==> src/rtl/core_bus_router_pkg.sv <==
// Shared types and constants for the core bus router.
// Latency: n/a (declarations only).
// Backpressure: n/a.
//   state_e           - router FSM state (2-bit)
//   ADDR_W / DATA_W   - host and core bus widths
//   SEL_W             - core index width (up to 8 cores)
//   ERR_RDATA_DEFAULT - rdata returned when a read times out or hits no core
package core_bus_router_pkg;

    localparam int ADDR_W  = 16;
    localparam int DATA_W  = 16;
    localparam int SEL_W   = 3;
    localparam int TIMER_W = 16;

    localparam logic [DATA_W-1:0] ERR_RDATA_DEFAULT = 16'hFFFF;

    typedef enum logic [1:0] {
        IDLE    = 2'd0,
        ISSUE   = 2'd1,
        WAIT_RD = 2'd2,
        RESP    = 2'd3
    } state_e;

endpackage

==> src/rtl/core_bus_router_if.sv <==
// Host request/response path plus fan-out bus to the debug cores.
// Latency: n/a (wires only).
// Backpressure: none; the router drops host requests while busy_o is high.
//   slave  - router side: takes host request and core responses, drives the rest
//   master - environment side (bridge + cores): the mirror image
interface core_bus_router_if #(
    parameter int N_CORES = 4
);
    import core_bus_router_pkg::*;

    // host request from bridge_rx
    logic [ADDR_W-1:0]         addr_i;
    logic [DATA_W-1:0]         wdata_i;
    logic                      rw_i;
    logic                      valid_i;
    logic                      busy_o;
    // fan-out to cores
    logic [ADDR_W-1:0]         core_addr_o;
    logic [DATA_W-1:0]         core_wdata_o;
    logic                      core_rw_o;
    logic [N_CORES-1:0]        core_valid_o;
    logic [DATA_W*N_CORES-1:0] core_rdata_i;
    logic [N_CORES-1:0]        core_rvalid_i;
    // response to bridge_tx
    logic [DATA_W-1:0]         rdata_o;
    logic                      rw_o;
    logic                      valid_o;

    modport slave (
        input  addr_i, wdata_i, rw_i, valid_i, core_rdata_i, core_rvalid_i,
        output busy_o, core_addr_o, core_wdata_o, core_rw_o, core_valid_o,
               rdata_o, rw_o, valid_o
    );

    modport master (
        output addr_i, wdata_i, rw_i, valid_i, core_rdata_i, core_rvalid_i,
        input  busy_o, core_addr_o, core_wdata_o, core_rw_o, core_valid_o,
               rdata_o, rw_o, valid_o
    );

endinterface

==> src/rtl/core_bus_router_decode.sv <==
// Address decode: splits a host address into core index and region-local offset.
// Latency: combinational.
// Backpressure: n/a.
//   addr_i       - host address
//   sel_o        - core index (low SEL_W bits of addr_i >> REGION_LOG2)
//   mapped_o     - full index is below N_CORES
//   local_addr_o - addr_i with the index bits cleared
module core_bus_router_decode
    import core_bus_router_pkg::*;
#(
    parameter int N_CORES     = 4,
    parameter int REGION_LOG2 = 12
) (
    input  logic [ADDR_W-1:0] addr_i,
    output logic [SEL_W-1:0]  sel_o,
    output logic              mapped_o,
    output logic [ADDR_W-1:0] local_addr_o
);

    localparam logic [ADDR_W-1:0] N_CORES_A  = ADDR_W'(N_CORES);
    localparam logic [ADDR_W-1:0] LOCAL_MASK = ~({ADDR_W{1'b1}} << REGION_LOG2);

    logic [ADDR_W-1:0] idx;

    always_comb begin
        idx          = addr_i >> REGION_LOG2;
        sel_o        = idx[SEL_W-1:0];
        // compare the whole index so aliases above the core count stay unmapped
        mapped_o     = (idx < N_CORES_A);
        local_addr_o = addr_i & LOCAL_MASK;
    end

endmodule

==> src/rtl/core_bus_router.sv <==
// Shares one host request/response path among N_CORES debug cores, one transaction at a time.
// Latency: strobe 1 cycle after valid_i; response 1 cycle after core rvalid, or TIMEOUT+3 after valid_i.
// Backpressure: none; valid_i while busy_o=1 is dropped (counted when CORE_BUS_ROUTER_STATS_EN is defined).
//   clk, rst_n      - clock and synchronous active-low reset
//   bus (slave)     - host request/response and core fan-out, see core_bus_router_if
//   drop_count_o    - saturating count of requests dropped while busy   (CORE_BUS_ROUTER_STATS_EN)
//   timeout_count_o - saturating count of read timeouts                 (CORE_BUS_ROUTER_STATS_EN)
module core_bus_router
    import core_bus_router_pkg::*;
#(
    parameter int                N_CORES     = 4,
    parameter int                REGION_LOG2 = 12,
    parameter int                TIMEOUT     = 255,
    parameter logic [DATA_W-1:0] ERR_RDATA   = ERR_RDATA_DEFAULT
) (
    input  logic             clk,
    input  logic             rst_n,
    core_bus_router_if.slave bus
`ifdef CORE_BUS_ROUTER_STATS_EN
    ,
    output logic [15:0]      drop_count_o,
    output logic [15:0]      timeout_count_o
`endif
);

    state_e               state_q, state_d;
    logic [TIMER_W-1:0]   timer_q, timer_d;
    logic [ADDR_W-1:0]    req_addr_q, req_addr_d;
    logic [DATA_W-1:0]    req_wdata_q, req_wdata_d;
    logic                 req_rw_q, req_rw_d;
    logic [SEL_W-1:0]     req_sel_q, req_sel_d;
    logic                 req_mapped_q, req_mapped_d;
    logic [N_CORES-1:0]   core_valid_q, core_valid_d;
    logic                 busy_q, busy_d;
    logic                 valid_q, valid_d;
    logic [DATA_W-1:0]    rdata_q, rdata_d;

    logic [SEL_W-1:0]     dec_sel;
    logic                 dec_mapped;
    logic [ADDR_W-1:0]    dec_local;
    logic                 sel_rvalid;
    logic [DATA_W-1:0]    sel_rdata;
    logic [N_CORES-1:0]   dec_onehot;

    core_bus_router_decode #(
        .N_CORES    (N_CORES),
        .REGION_LOG2(REGION_LOG2)
    ) u_decode (
        .addr_i      (bus.addr_i),
        .sel_o       (dec_sel),
        .mapped_o    (dec_mapped),
        .local_addr_o(dec_local)
    );

    // Response mux for the latched core and strobe pattern for the incoming request.
    always_comb begin
        sel_rvalid = 1'b0;
        sel_rdata  = '0;
        dec_onehot = '0;
        for (int k = 0; k < N_CORES; k++) begin
            if (req_sel_q == SEL_W'(k)) begin
                sel_rvalid = bus.core_rvalid_i[k];
                sel_rdata  = bus.core_rdata_i[DATA_W*k +: DATA_W];
            end
            dec_onehot[k] = (dec_sel == SEL_W'(k));
        end
    end

    // Next-state logic.
    always_comb begin
        state_d = state_q;
        case (state_q)
            IDLE:    if (bus.valid_i) state_d = ISSUE;
            ISSUE:   if (req_rw_q)    state_d = IDLE;
                     else             state_d = req_mapped_q ? WAIT_RD : RESP;
            // a response in the last timer cycle still beats the timeout
            WAIT_RD: if (sel_rvalid || timer_q == '0) state_d = RESP;
            RESP:    state_d = IDLE;
            default: state_d = IDLE;
        endcase
    end

    // Output / datapath logic; every output is the flop of a value computed here.
    always_comb begin
        timer_d      = timer_q;
        req_addr_d   = req_addr_q;
        req_wdata_d  = req_wdata_q;
        req_rw_d     = req_rw_q;
        req_sel_d    = req_sel_q;
        req_mapped_d = req_mapped_q;
        core_valid_d = '0;
        rdata_d      = rdata_q;

        case (state_q)
            IDLE: begin
                if (bus.valid_i) begin
                    req_addr_d   = dec_local;
                    req_wdata_d  = bus.wdata_i;
                    req_rw_d     = bus.rw_i;
                    req_sel_d    = dec_sel;
                    req_mapped_d = dec_mapped;
                    // strobe lands in the ISSUE cycle because it is registered here
                    if (dec_mapped) core_valid_d = dec_onehot;
                end
            end
            ISSUE: begin
                if (!req_rw_q) begin
                    if (req_mapped_q) timer_d = TIMER_W'(TIMEOUT);
                    else              rdata_d = ERR_RDATA;
                end
            end
            WAIT_RD: begin
                if (sel_rvalid)            rdata_d = sel_rdata;
                else if (timer_q == '0)    rdata_d = ERR_RDATA;
                else                       timer_d = timer_q - 1'b1;
            end
            default: ;
        endcase

        busy_d  = (state_d != IDLE);
        valid_d = (state_d == RESP);
    end

    always_ff @(posedge clk) begin
        if (!rst_n) begin
            state_q      <= IDLE;
            timer_q      <= '0;
            req_addr_q   <= '0;
            req_wdata_q  <= '0;
            req_rw_q     <= 1'b0;
            req_sel_q    <= '0;
            req_mapped_q <= 1'b0;
            core_valid_q <= '0;
            busy_q       <= 1'b0;
            valid_q      <= 1'b0;
            rdata_q      <= '0;
        end else begin
            state_q      <= state_d;
            timer_q      <= timer_d;
            req_addr_q   <= req_addr_d;
            req_wdata_q  <= req_wdata_d;
            req_rw_q     <= req_rw_d;
            req_sel_q    <= req_sel_d;
            req_mapped_q <= req_mapped_d;
            core_valid_q <= core_valid_d;
            busy_q       <= busy_d;
            valid_q      <= valid_d;
            rdata_q      <= rdata_d;
        end
    end

    assign bus.busy_o       = busy_q;
    assign bus.core_addr_o  = req_addr_q;
    assign bus.core_wdata_o = req_wdata_q;
    assign bus.core_rw_o    = req_rw_q;
    assign bus.core_valid_o = core_valid_q;
    assign bus.rdata_o      = rdata_q;
    assign bus.rw_o         = 1'b0;   // only read responses are ever returned
    assign bus.valid_o      = valid_q;

`ifdef CORE_BUS_ROUTER_STATS_EN
    logic [15:0] drop_count_q, drop_count_d;
    logic [15:0] timeout_count_q, timeout_count_d;

    always_comb begin
        drop_count_d    = drop_count_q;
        timeout_count_d = timeout_count_q;
        if (bus.valid_i && state_q != IDLE && drop_count_q != 16'hFFFF)
            drop_count_d = drop_count_q + 16'd1;
        // only mapped reads reach WAIT_RD, so unmapped errors never count here
        if (state_q == WAIT_RD && !sel_rvalid && timer_q == '0 && timeout_count_q != 16'hFFFF)
            timeout_count_d = timeout_count_q + 16'd1;
    end

    always_ff @(posedge clk) begin
        if (!rst_n) begin
            drop_count_q    <= '0;
            timeout_count_q <= '0;
        end else begin
            drop_count_q    <= drop_count_d;
            timeout_count_q <= timeout_count_d;
        end
    end

    assign drop_count_o    = drop_count_q;
    assign timeout_count_o = timeout_count_q;
`endif

endmodule

==> src/flat_wrapper.sv <==
// flat-port wrapper written by rule: the top's interface ports become plain ports
module core_bus_router_flat import core_bus_router_pkg::*;
#(
    parameter int                N_CORES     = 4,
    parameter int                REGION_LOG2 = 12,
    parameter int                TIMEOUT     = 255,
    parameter logic [DATA_W-1:0] ERR_RDATA   = ERR_RDATA_DEFAULT
)
  (clk, rst_n, bus_addr_i, bus_wdata_i, bus_rw_i, bus_valid_i, bus_core_rdata_i, bus_core_rvalid_i, bus_busy_o, bus_core_addr_o, bus_core_wdata_o, bus_core_rw_o, bus_core_valid_o, bus_rdata_o, bus_rw_o, bus_valid_o);
  core_bus_router_if #(.N_CORES(N_CORES)) bus_i ();
  input  logic clk;
  input  logic rst_n;
  input wire logic [$bits(bus_i.addr_i)-1:0] bus_addr_i;
  input wire logic [$bits(bus_i.wdata_i)-1:0] bus_wdata_i;
  input wire logic [$bits(bus_i.rw_i)-1:0] bus_rw_i;
  input wire logic [$bits(bus_i.valid_i)-1:0] bus_valid_i;
  input wire logic [$bits(bus_i.core_rdata_i)-1:0] bus_core_rdata_i;
  input wire logic [$bits(bus_i.core_rvalid_i)-1:0] bus_core_rvalid_i;
  output wire logic [$bits(bus_i.busy_o)-1:0] bus_busy_o;
  output wire logic [$bits(bus_i.core_addr_o)-1:0] bus_core_addr_o;
  output wire logic [$bits(bus_i.core_wdata_o)-1:0] bus_core_wdata_o;
  output wire logic [$bits(bus_i.core_rw_o)-1:0] bus_core_rw_o;
  output wire logic [$bits(bus_i.core_valid_o)-1:0] bus_core_valid_o;
  output wire logic [$bits(bus_i.rdata_o)-1:0] bus_rdata_o;
  output wire logic [$bits(bus_i.rw_o)-1:0] bus_rw_o;
  output wire logic [$bits(bus_i.valid_o)-1:0] bus_valid_o;
  assign bus_i.addr_i = bus_addr_i;
  assign bus_i.wdata_i = bus_wdata_i;
  assign bus_i.rw_i = bus_rw_i;
  assign bus_i.valid_i = bus_valid_i;
  assign bus_i.core_rdata_i = bus_core_rdata_i;
  assign bus_i.core_rvalid_i = bus_core_rvalid_i;
  assign bus_busy_o = bus_i.busy_o;
  assign bus_core_addr_o = bus_i.core_addr_o;
  assign bus_core_wdata_o = bus_i.core_wdata_o;
  assign bus_core_rw_o = bus_i.core_rw_o;
  assign bus_core_valid_o = bus_i.core_valid_o;
  assign bus_rdata_o = bus_i.rdata_o;
  assign bus_rw_o = bus_i.rw_o;
  assign bus_valid_o = bus_i.valid_o;
  core_bus_router #(.N_CORES(N_CORES), .REGION_LOG2(REGION_LOG2), .TIMEOUT(TIMEOUT), .ERR_RDATA(ERR_RDATA)) u_core (.clk(clk), .rst_n(rst_n), .bus(bus_i));
endmodule
==> config.mk <==
export PLATFORM = sky130hd
export DESIGN_NAME = core_bus_router_flat
export DESIGN_NICKNAME = d
export VERILOG_FILES = /design/src/rtl/core_bus_router_pkg.sv /design/src/rtl/core_bus_router_if.sv /design/src/rtl/core_bus_router_decode.sv /design/src/rtl/core_bus_router.sv /design/src/flat_wrapper.sv
export SDC_FILE = /design/constraint.sdc
export NUM_CORES = 1
export LEC_CHECK = 0
export BUFFER_PORTS_ARGS = -buffer_cell sky130_fd_sc_hd__buf_4
export CAP_MARGIN = 30
export CORE_UTILIZATION = 45
export DETAILED_ROUTE_END_ITERATION = 8
export PLACE_DENSITY = 0.77
export SYNTH_ARGS = -nofsm -noshare
export SYNTH_HDL_FRONTEND = slang
export SYNTH_SLANG_ARGS = --single-unit
export TNS_END_PERCENT = 100
==> constraint.sdc <==
create_clock -name clk -period 2.5 [get_ports clk]
set_input_delay 0.5 -clock clk [delete_from_list [all_inputs] [get_ports clk]]
set_output_delay 0.5 -clock clk [all_outputs]
set_load 0.1 [all_outputs]
==> results.yml, run 1 <==
finish:
  area_growth_pct: 39.6
  multi_input_area_um2: 1990
  fin_area_um2: 5060
  antennaDiodeCount: 0
  fin_nets: 637
  seq_area_um2: 1460
  fillers: 651
  drive_gt1_frac: 0.432
place:
  placed_area_um2: 4830
  dp_hpwl_mm: 7.62
  portBuffers: 154
  globalplace.congestion: 0.838
routing:
  dr.pass1.iters: 4
  ant_nets: 0
  wirelength_mm: 9.92
  vias_per_cell: 5.32
  drt-wirelength-per-cell_um: 15.6
  drc: 0
  drt_iter0_drc: 222
  routed-via-count: 3370
synthesis:
  ys_seq_elements: 73
  synth_top_area_frac: 0.403
  synth_area_um2: 3620
  yosys_most_used_dff: "dfxtp_1"
  synth_edf_count: 0
  avgSynthCellArea_um2: 9.53
  syn_inst: 380
  synth_common_cells: "77 x nand2_1, 73 x dfxtp_1, 33 x a21boi_0"
  yosysWarnings: 0
  synth.most_common_cell: "nand2_1"
  synth_top_area_cell: "dfxtp_1"
  postSynth.asyncResetShare: 0
  synth_area_leaders: "dfxtp_1 40%, mux4_2 9.9%, nand2_1 8.0%"
  ys_seq_area_frac: 0.403
  ys_types: 46
sta:
  finalClockSkew_ns: 0.0117
  finalHoldViolations: 0
  max_freq_mhz: 453
  tightest_slew_ns: 0.654
  setup_viol: 0
  maxSlewViolCount: 0
  relSlewSlack: 0.560
  fin_crit_ns: 2.21
  grt_setup_unrepaired: "no"
  finalSetupTns_ns: 0
  post-route-period-util: 0.883
floorplanning:
  num_rows: 32
  io_pins: 160
  die_area_um2: 8410
  die_y_um: 91.7
  initial_core_util: 0.466
  fp.dieW_um: 91.7
  core_um2: 7770
worst_hold_path:
  min_path_type: "in -> reg"
  worstHoldStart: "bus_addr_i[12]"
  whs_path_depth: 2
  hold-path-endpoint: "u_core.bus.core_valid_o[0]$_SDFF_PN0_"
critical_path:
  timing.rr.start: "u_core.timer_q[0]$_SDFFE_PN0P_"
  worstSetupEndpointType: "flop"
  regToRegEndpoint: "u_core.bus.rdata_o[0]$_SDFFE_PN0P_"
  cp_num_buf_inv: 1
  max_stage_delay_ns: 0.39
  cp-start-kind: "flop"
  criticalPathCategory: "reg -> reg"
  worstPathCellList: "inv_1, ha_1, nor4b_1, nand4_2, and2_4, a21oi_4, o221a_2"
  rr_worst_depth: 7
  worstPathRequired_ns: 2.79
  worstPathArrival_ns: 2.50
  cpMaxStageDelayCell: "a21oi_4"
  crit_fanout: 16
  r2r_slack_ns: 0.29
  cp_top_family: "simple AND/OR/NAND/NOR gates"
global_routing:
  grt_util_met2: 0.380
  met3_usage: 0.0846
  grt_pass1_vias: 3276
  met1_usage: 0.311
  grt_overflow: 0
  grt_pass1_wl_mm: 16.0
  grt_max_degree: 50
  grt_antenna_before_repair: 0
  top_usage_layer: "met2"
  globalRouteTotalUtil: 0.240
clocking:
  cts_buffers: 9
  htreeDepth: 3
  hold_buffers: 0
  clk_pin_slew_ns: 0.08
  cts.sinks: 73
  cts-root-buf: "clkbuf_8"
  max-clock-path-buffers: 2
  insertion_delay_ns: 0.34
  cts_tree: "yes"
run:
  maxCapViolations: 0
power:
  p_leak_nw: 2.17
  peakVddDrop_mv: 0.658
  powerDensity_nw_per_um2: 1300
status:
  status: "finished, final reports clean"
==> sequential cells by signal, summed over array words and instances (netlist names) <==
name,flops
u_core.state_q,2
u_core.bus.core_valid_o,4
u_core.req_mapped_q,1
u_core.bus.core_rw_o,1
u_core.bus.core_wdata_o,16
u_core.timer_q,16
u_core.bus.core_addr_o,12
u_core.bus.rdata_o,16
u_core.bus.valid_o,1
u_core.req_sel_q,3
u_core.bus.busy_o,1
==> cell families (layout without fill, tap and decap cells) <==
| kind of cell | Yosys count | in the layout | synth area share |
|---|---|---|---|
| compound gates | 86 | 86 | 0.199 |
| fa+ha+maj | 6 | 6 | 0.0207 |
| buf+inv | 42 | 190 | 0.0539 |
| flops | 73 | 73 | 0.403 |
| mux | 18 | 18 | 0.106 |
| other cells | 1 | 5 | 0.00104 |
| simple gates | 154 | 154 | 0.217 |
==> repair_timing <==
| item | in CTS | in global routing |
|---|---|---|
| buffers inserted | 0 | 0 |
| endpoints found under the setup margin | 0 | 5 |
| gates resized for setup | 0 | 2 |
==> worst max path at each step <==
stage                                 startpoint                            endpoint  slack, ns  cells after the start
2_1_floorplan  u_core.bus.core_rw_o$_SDFFE_PN0P_      u_core.timer_q[8]$_SDFFE_PN0P_       0.22                      5
3_3_place_gp        u_core.state_q[1]$_SDFF_PN0_      u_core.timer_q[8]$_SDFFE_PN0P_       0.19                      7
3_5_place_dp        u_core.state_q[1]$_SDFF_PN0_     u_core.timer_q[12]$_SDFFE_PN0P_       0.08                      7
4_1_cts             u_core.state_q[1]$_SDFF_PN0_     u_core.timer_q[13]$_SDFFE_PN0P_       0.05                      7
5_1_grt             u_core.state_q[1]$_SDFF_PN0_     u_core.timer_q[10]$_SDFFE_PN0P_       0.12                      7
6_report          u_core.timer_q[0]$_SDFFE_PN0P_  u_core.bus.rdata_o[0]$_SDFFE_PN0P_       0.29                      7
==> cell usage in the layout (no fill, tap or decap), types with 4 or more instances in the layout <==
| master | n |
|---|---|
| ha_1 | 6 |
| dfxtp_1 | 73 |
| a21boi_0 | 33 |
| conb_1 | 5 |
| mux4_2 | 16 |
| clkbuf_8 | 12 |
| nor2b_1 | 19 |
| nor2_1 | 7 |
| o221a_2 | 22 |
| a21oi_1 | 9 |
| nor4_1 | 4 |
| nor3_1 | 7 |
| inv_1 | 11 |
| or4_1 | 6 |
| nand3_1 | 11 |
| or3_1 | 4 |
| nand2_1 | 77 |
| buf_4 | 163 |
| o21ai_0 | 5 |
| o211ai_1 | 4 |
==> worst reg2reg max path, stage by stage, from the launching register on <==
cell	delay [ns]
dfxtp_1	0.35
inv_1	0.10
ha_1	0.14
nor4b_1	0.34
nand4_2	0.30
and2_4	0.29
a21oi_4	0.39
o221a_2	0.27
==> power by group <==
group	switching, mW	internal, mW
registers	0.283	1.51
clock network	0.430	0.541
logic	2.68	1.13
total	3.39	3.18
==> area by class of cell <==
cell class,instances,area share
multi-input combinational,269,0.393
timing repair buffer,163,0.242
clock inverter,4,0.00990
tap,102,0.0252
sequential,73,0.289
inverter,11,0.00816
clock buffer,12,0.0327
==> per-layer routing <==
layer	vias to the layer above	wire length [µm]
met5	-	0
met4	0	166
met3	16	678
met2	106	4860
met1	1586	4210
li1	1662	-
==> stage by stage <==
| step | hold WS [ns] | util | power (mW) | worst slack [ns] | instances |
|---|---|---|---|---|---|
| finish | 0.339 | 0.651 | 6.58 | 0.292 | 634 |
| CTS | 0.320 | 0.650 | 6.58 | 0.0530 | 634 |
| global placement | 0.451 | 0.622 | 5.55 | 0.191 | 618 |
| floorplan | 0.458 | - | 4.76 | 0.221 | 384 |
| detailed placement | 0.458 | 0.622 | 5.61 | 0.0760 | 618 |
| global route | 0.323 | 0.651 | 6.93 | 0.124 | 634 |
Note: power is estimated with default switching activity, not from simulation.
==> inputs of run 2 (changes only) <==
CORE_MARGIN = 10   (was unset)
CORE_UTILIZATION = 44   (was 45)
PLACE_DENSITY = 0.75   (was 0.77)
==> results.yml, run 2 (synthesized netlist as in run 1, its figures left out) <==
routing:
  routed-via-count: 3432
  wirelength_mm: 11.2
  drc: 0
  dr.pass1.iters: 5
  drt-wirelength-per-cell_um: 17.5
  vias_per_cell: 5.38
  drt_iter0_drc: 160
  ant_nets: 0
critical_path:
  regToRegEndpoint: "u_core.timer_q[1]$_SDFFE_PN0P_"
  crit_fanout: 17
  cp-start-kind: "flop"
  timing.rr.start: "u_core.timer_q[12]$_SDFFE_PN0P_"
  worstPathArrival_ns: 2.56
  rr_worst_depth: 5
  r2r_slack_ns: 0.17
  criticalPathCategory: "reg -> reg"
  worstPathRequired_ns: 2.73
  worstSetupEndpointType: "flop"
sta:
  tightest_slew_ns: 0.701
  max_freq_mhz: 429
  whs_ns: 0.337
  relSlewSlack: 0.528
  maxSlewViolCount: 0
  fin_crit_ns: 2.33
  setup_viol: 0
  finalClockSkew_ns: 0.00883
  grt_setup_unrepaired: "no"
  finalHoldViolations: 0
  finalSetupTns_ns: 0
  post-route-period-util: 0.933
  worst_slack_ns: 0.166
floorplanning:
  initial_core_util: 0.448
  die_y_um: 111
  core_um2: 8090
  num_rows: 33
  io_pins: 160
  fp.dieW_um: 111
  die_area_um2: 12300
finish:
  mostFrequentLayoutCells: "164 x buf_4, 77 x nand2_1, 73 x dfxtp_1"
  fin_nets: 638
  area_growth_pct: 39.4
  fillers: 725
  seq_area_um2: 1460
  multi_input_area_um2: 1980
  fin_util: 0.624
  final_common_cell: "buf_4"
  fin_cells: 638
  fin_area_um2: 5050
  drive_gt1_frac: 0.433
  antennaDiodeCount: 0
place:
  globalplace.congestion: 0.826
  placed_area_um2: 4850
  post-place-ws_ns: 0.174
  placed_cells: 622
  dp_hpwl_mm: 8.80
  portBuffers: 154
clocking:
  cts.sinks: 73
  cts_buffers: 9
  post_cts_buffers: 0
  max-clock-path-buffers: 2
  cts_tree: "yes"
  cts_resized: 0
  cts-root-buf: "clkbuf_8"
  clk_pin_slew_ns: 0.08
  hold_buffers: 0
  htreeDepth: 3
  insertion_delay_ns: 0.34
worst_hold_path:
  min_path_type: "in -> reg"
  whs_path_depth: 2
  hold-path-endpoint: "u_core.bus.core_valid_o[1]$_SDFF_PN0_"
  worstHoldStart: "bus_addr_i[13]"
status:
  status: "finished, final reports clean"
power:
  peakVddDrop_mv: 0.702
  powerDensity_nw_per_um2: 1300
  p_leak_nw: 2.17
  power_mw: 6.59
global_routing:
  grt_pass1_wl_mm: 17.6
  globalRouteTotalUtil: 0.173
  grt_max_degree: 62
  grt_antenna_before_repair: 0
  grt_pass1_vias: 3358
  grt_overflow: 0
run:
  maxCapViolations: 0
-- run 2: layout make-up --
class / count / share of cell area
Multi-Input combinational cell: 269 / 0.392
Sequential cell: 73 / 0.289
Timing Repair Buffer: 164 / 0.244
Clock buffer: 10 / 0.0273
Tap cell: 105 / 0.0260
Clock inverter: 6 / 0.0131
Inverter: 11 / 0.00818
-- run 2: power by group --
group	internal [mW]	switching (mW)	leakage, nW
combinational	1.14	2.72	1.47
sequential	1.51	0.279	0.600
clock	0.490	0.451	0.0949
total	3.14	3.45	2.17
-- run 2: worst max path at each step --
stage                                      end  cells past startpoint  slack, ns                         startpoint
3_5_place_dp   u_core.timer_q[13]$_SDFFE_PN0P_                      7       0.17       u_core.state_q[1]$_SDFF_PN0_
6_report        u_core.timer_q[1]$_SDFFE_PN0P_                      5       0.17    u_core.timer_q[12]$_SDFFE_PN0P_
5_1_grt         u_core.timer_q[1]$_SDFFE_PN0P_                      5       0.01    u_core.timer_q[12]$_SDFFE_PN0P_
3_3_place_gp   u_core.timer_q[13]$_SDFFE_PN0P_                      7       0.38       u_core.state_q[1]$_SDFF_PN0_
4_1_cts        u_core.timer_q[13]$_SDFFE_PN0P_                      7       0.18       u_core.state_q[1]$_SDFF_PN0_
2_1_floorplan   u_core.timer_q[8]$_SDFFE_PN0P_                      5       0.22  u_core.bus.core_rw_o$_SDFFE_PN0P_
-- run 2: worst max-delay path: stages (launching register included) --
cell	delay, ns
dfxtp_1	0.35
nor4_1	0.54
nand4_2	0.32
a21oi_2	0.58
nor2_1	0.13
o221a_2	0.30
-- run 2: routing by layer --
layer	track usage	vias to the layer above	wire length [µm]
met5	0	-	0
met4	0.0460	0	157
met3	0.0671	15	868
met2	0.297	109	5790
met1	0.196	1652	4350
li1	-	1656	-
==> inputs of run 3 (changes only) <==
PLACE_DENSITY = 0.78   (was 0.75)
SYNTH_HIERARCHICAL = 1   (was unset)
==> results.yml, run 3 <==
global_routing:
  grt_antenna_before_repair: 0
  grt_pass1_vias: 3561
  grt_max_degree: 35
  globalRouteTotalUtil: 0.183
  grt_overflow: 0
  grt_pass1_wl_mm: 18.5
synthesis:
  ys_seq_elements: 77
  postSynth.asyncResetShare: 0
  synth_area_um2: 3610
  avgSynthCellArea_um2: 9.05
  syn_inst: 399
  synth_common_cells: "87 x nand2_1, 77 x dfxtp_1, 48 x a21oi_1"
  yosys_most_used_dff: "dfxtp_1"
  ys_seq_area_frac: 0.427
  synth.most_common_cell: "nand2_1"
  synth_edf_count: 0
  synth_area_leaders: "dfxtp_1 43%, mux4_2 11%, nand2_1 9.0%"
  yosysWarnings: 6
  synth_top_area_cell: "dfxtp_1"
  ys_types: 49
  synth_top_area_frac: 0.427
floorplanning:
  core_um2: 7850
  io_pins: 160
  initial_core_util: 0.460
  die_area_um2: 12200
  num_rows: 32
  fp.dieW_um: 111
  die_y_um: 111
place:
  portBuffers: 158
  globalplace.congestion: 0.861
  placed_cells: 634
  dp_hpwl_mm: 8.86
critical_path:
  worstSetupEndpointType: "flop"
  cp.depth: 8
  worstPathRequired_ns: 2.78
  crit_start: "u_core/timer_q[0]$_SDFFE_PN0P_"
  cp_top_family: "simple AND/OR/NAND/NOR gates"
  max_stage_delay_ns: 0.49
  worstPathArrival_ns: 2.51
  crit_fanout: 7
  cp-start-kind: "flop"
  r2r_slack_ns: 0.27
  cpMaxStageDelayCell: "or4_1"
  worstPathCellList: "inv_1, ha_1, nor4b_1, buf_4, and4_1, or3_1, or4_1, a21oi_1"
  cp_num_buf_inv: 2
  criticalPathCategory: "reg -> reg"
  timing.rr.start: "u_core/timer_q[0]$_SDFFE_PN0P_"
  rr_worst_depth: 8
  regToRegEndpoint: "u_core/timer_q[15]$_SDFFE_PN0P_"
power:
  switching_share: 0.513
  p_clk_frac: 0.146
  peakVddDrop_mv: 1.10
  p_sw_mw: 3.67
  p_leak_nw: 2.33
  power_mw: 7.15
  p_comb_frac: 0.597
  powerDensity_nw_per_um2: 1420
  power_frac_seq: 0.257
  p_int_mw: 3.48
clocking:
  cts-root-buf: "clkbuf_8"
  cts.sinks: 77
  cts_resized: 0
  clk_pin_slew_ns: 0.08
  max-clock-path-buffers: 2
  post_cts_buffers: 0
  cts_tree: "yes"
  cts_buffers: 9
  insertion_delay_ns: 0.35
  hold_buffers: 0
  htreeDepth: 3
sta:
  finalSetupTns_ns: 0
  maxSlewViolCount: 0
  post-route-period-util: 0.893
  finalClockSkew_ns: 0.00793
  max_freq_mhz: 448
  fin_crit_ns: 2.23
  finalHoldViolations: 0
  setup_viol: 0
  relSlewSlack: 0.548
  tightest_slew_ns: 0.673
  grt_setup_unrepaired: "no"
worst_hold_path:
  min_path_type: "in -> reg"
  worstHoldStart: "bus_addr_i[12]"
  hold-path-endpoint: "u_core/bus.core_valid_o[2]$_SDFF_PN0_"
  whs_path_depth: 2
finish:
  fillers: 696
  antennaDiodeCount: 0
  drive_gt1_frac: 0.402
  final_common_cell: "buf_4"
  mostFrequentLayoutCells: "177 x buf_4, 87 x nand2_1, 76 x dfxtp_1"
  fin_nets: 648
  fin_cells: 649
  area_growth_pct: 39.5
status:
  status: "finished, final reports clean"
routing:
  vias_per_cell: 5.23
  drc: 0
  routed-via-count: 3392
  dr.pass1.iters: 6
  drt-wirelength-per-cell_um: 17.7
  wirelength_mm: 11.5
  ant_nets: 0
  drt_iter0_drc: 163
run:
  maxCapViolations: 0
run 3: how the worst max path moves through the flow:
stage                                       to
2_1_floorplan   u_core/timer_q[0]$_SDFFE_PN0P_
3_3_place_gp   u_core/timer_q[15]$_SDFFE_PN0P_
3_5_place_dp   u_core/timer_q[15]$_SDFFE_PN0P_
4_1_cts        u_core/timer_q[15]$_SDFFE_PN0P_
5_1_grt        u_core/timer_q[15]$_SDFFE_PN0P_
6_report       u_core/timer_q[15]$_SDFFE_PN0P_
run 3: stage by stage:
step | worst slack (ns) | hold slack, ns | util | area, µm²
after floorplan | 0.188 | 0.440 | - | 3620
after global placement | 0.195 | 0.443 | 0.613 | 4810
after detailed placement | 0.148 | 0.447 | 0.613 | 4810
after CTS | 0.271 | 0.320 | 0.642 | 5030
after global routing | 0.180 | 0.310 | 0.642 | 5030
final | 0.267 | 0.337 | 0.642 | 5030
run 3: final cells by class:
cell class,count,area (µm²),share of cell area
Multi-Input combinational cell,271,1790,0.355
Inverter,7,26.3,0.00522
Timing Repair Buffer,177,1330,0.264
Clock inverter,5,85.1,0.0169
Tap cell,102,128,0.0253
Sequential cell,77,1540,0.306
Clock buffer,10,138,0.0273
run 3: power groups by stage:
| stage | combinational, mW | clock (mW) | sequential [mW] |
|---|---|---|---|
| floorplan | 1.68 | 0 | 3.39 |
| global placement | 4.20 | 0 | 1.84 |
| detailed placement | 4.26 | 0 | 1.85 |
| CTS | 4.28 | 1.07 | 1.83 |
| global route | 4.59 | 1.12 | 1.89 |
| finish | 4.27 | 1.04 | 1.84 |
run 3: logic make-up after synthesis:
group,count (synthesis),share of synthesized area
other,2,0.00208
muxes,17,0.106
DFF,77,0.427
adders and majority gates,1,0.00347
AOI/OAI and AO/OA,105,0.199
buffers and inverters,54,0.0811
and+or+nand+nor,142,0.179
xor gates and xnor gates,1,0.00243
run 3: layer usage:
metal  track usage  vias to the layer above  wire (µm)
li1              -                     1674          -
met1         0.193                     1598       4290
met2         0.328                      107       6140
met3        0.0735                       13        930
met4        0.0466                        0        142
met5             0                        -          0
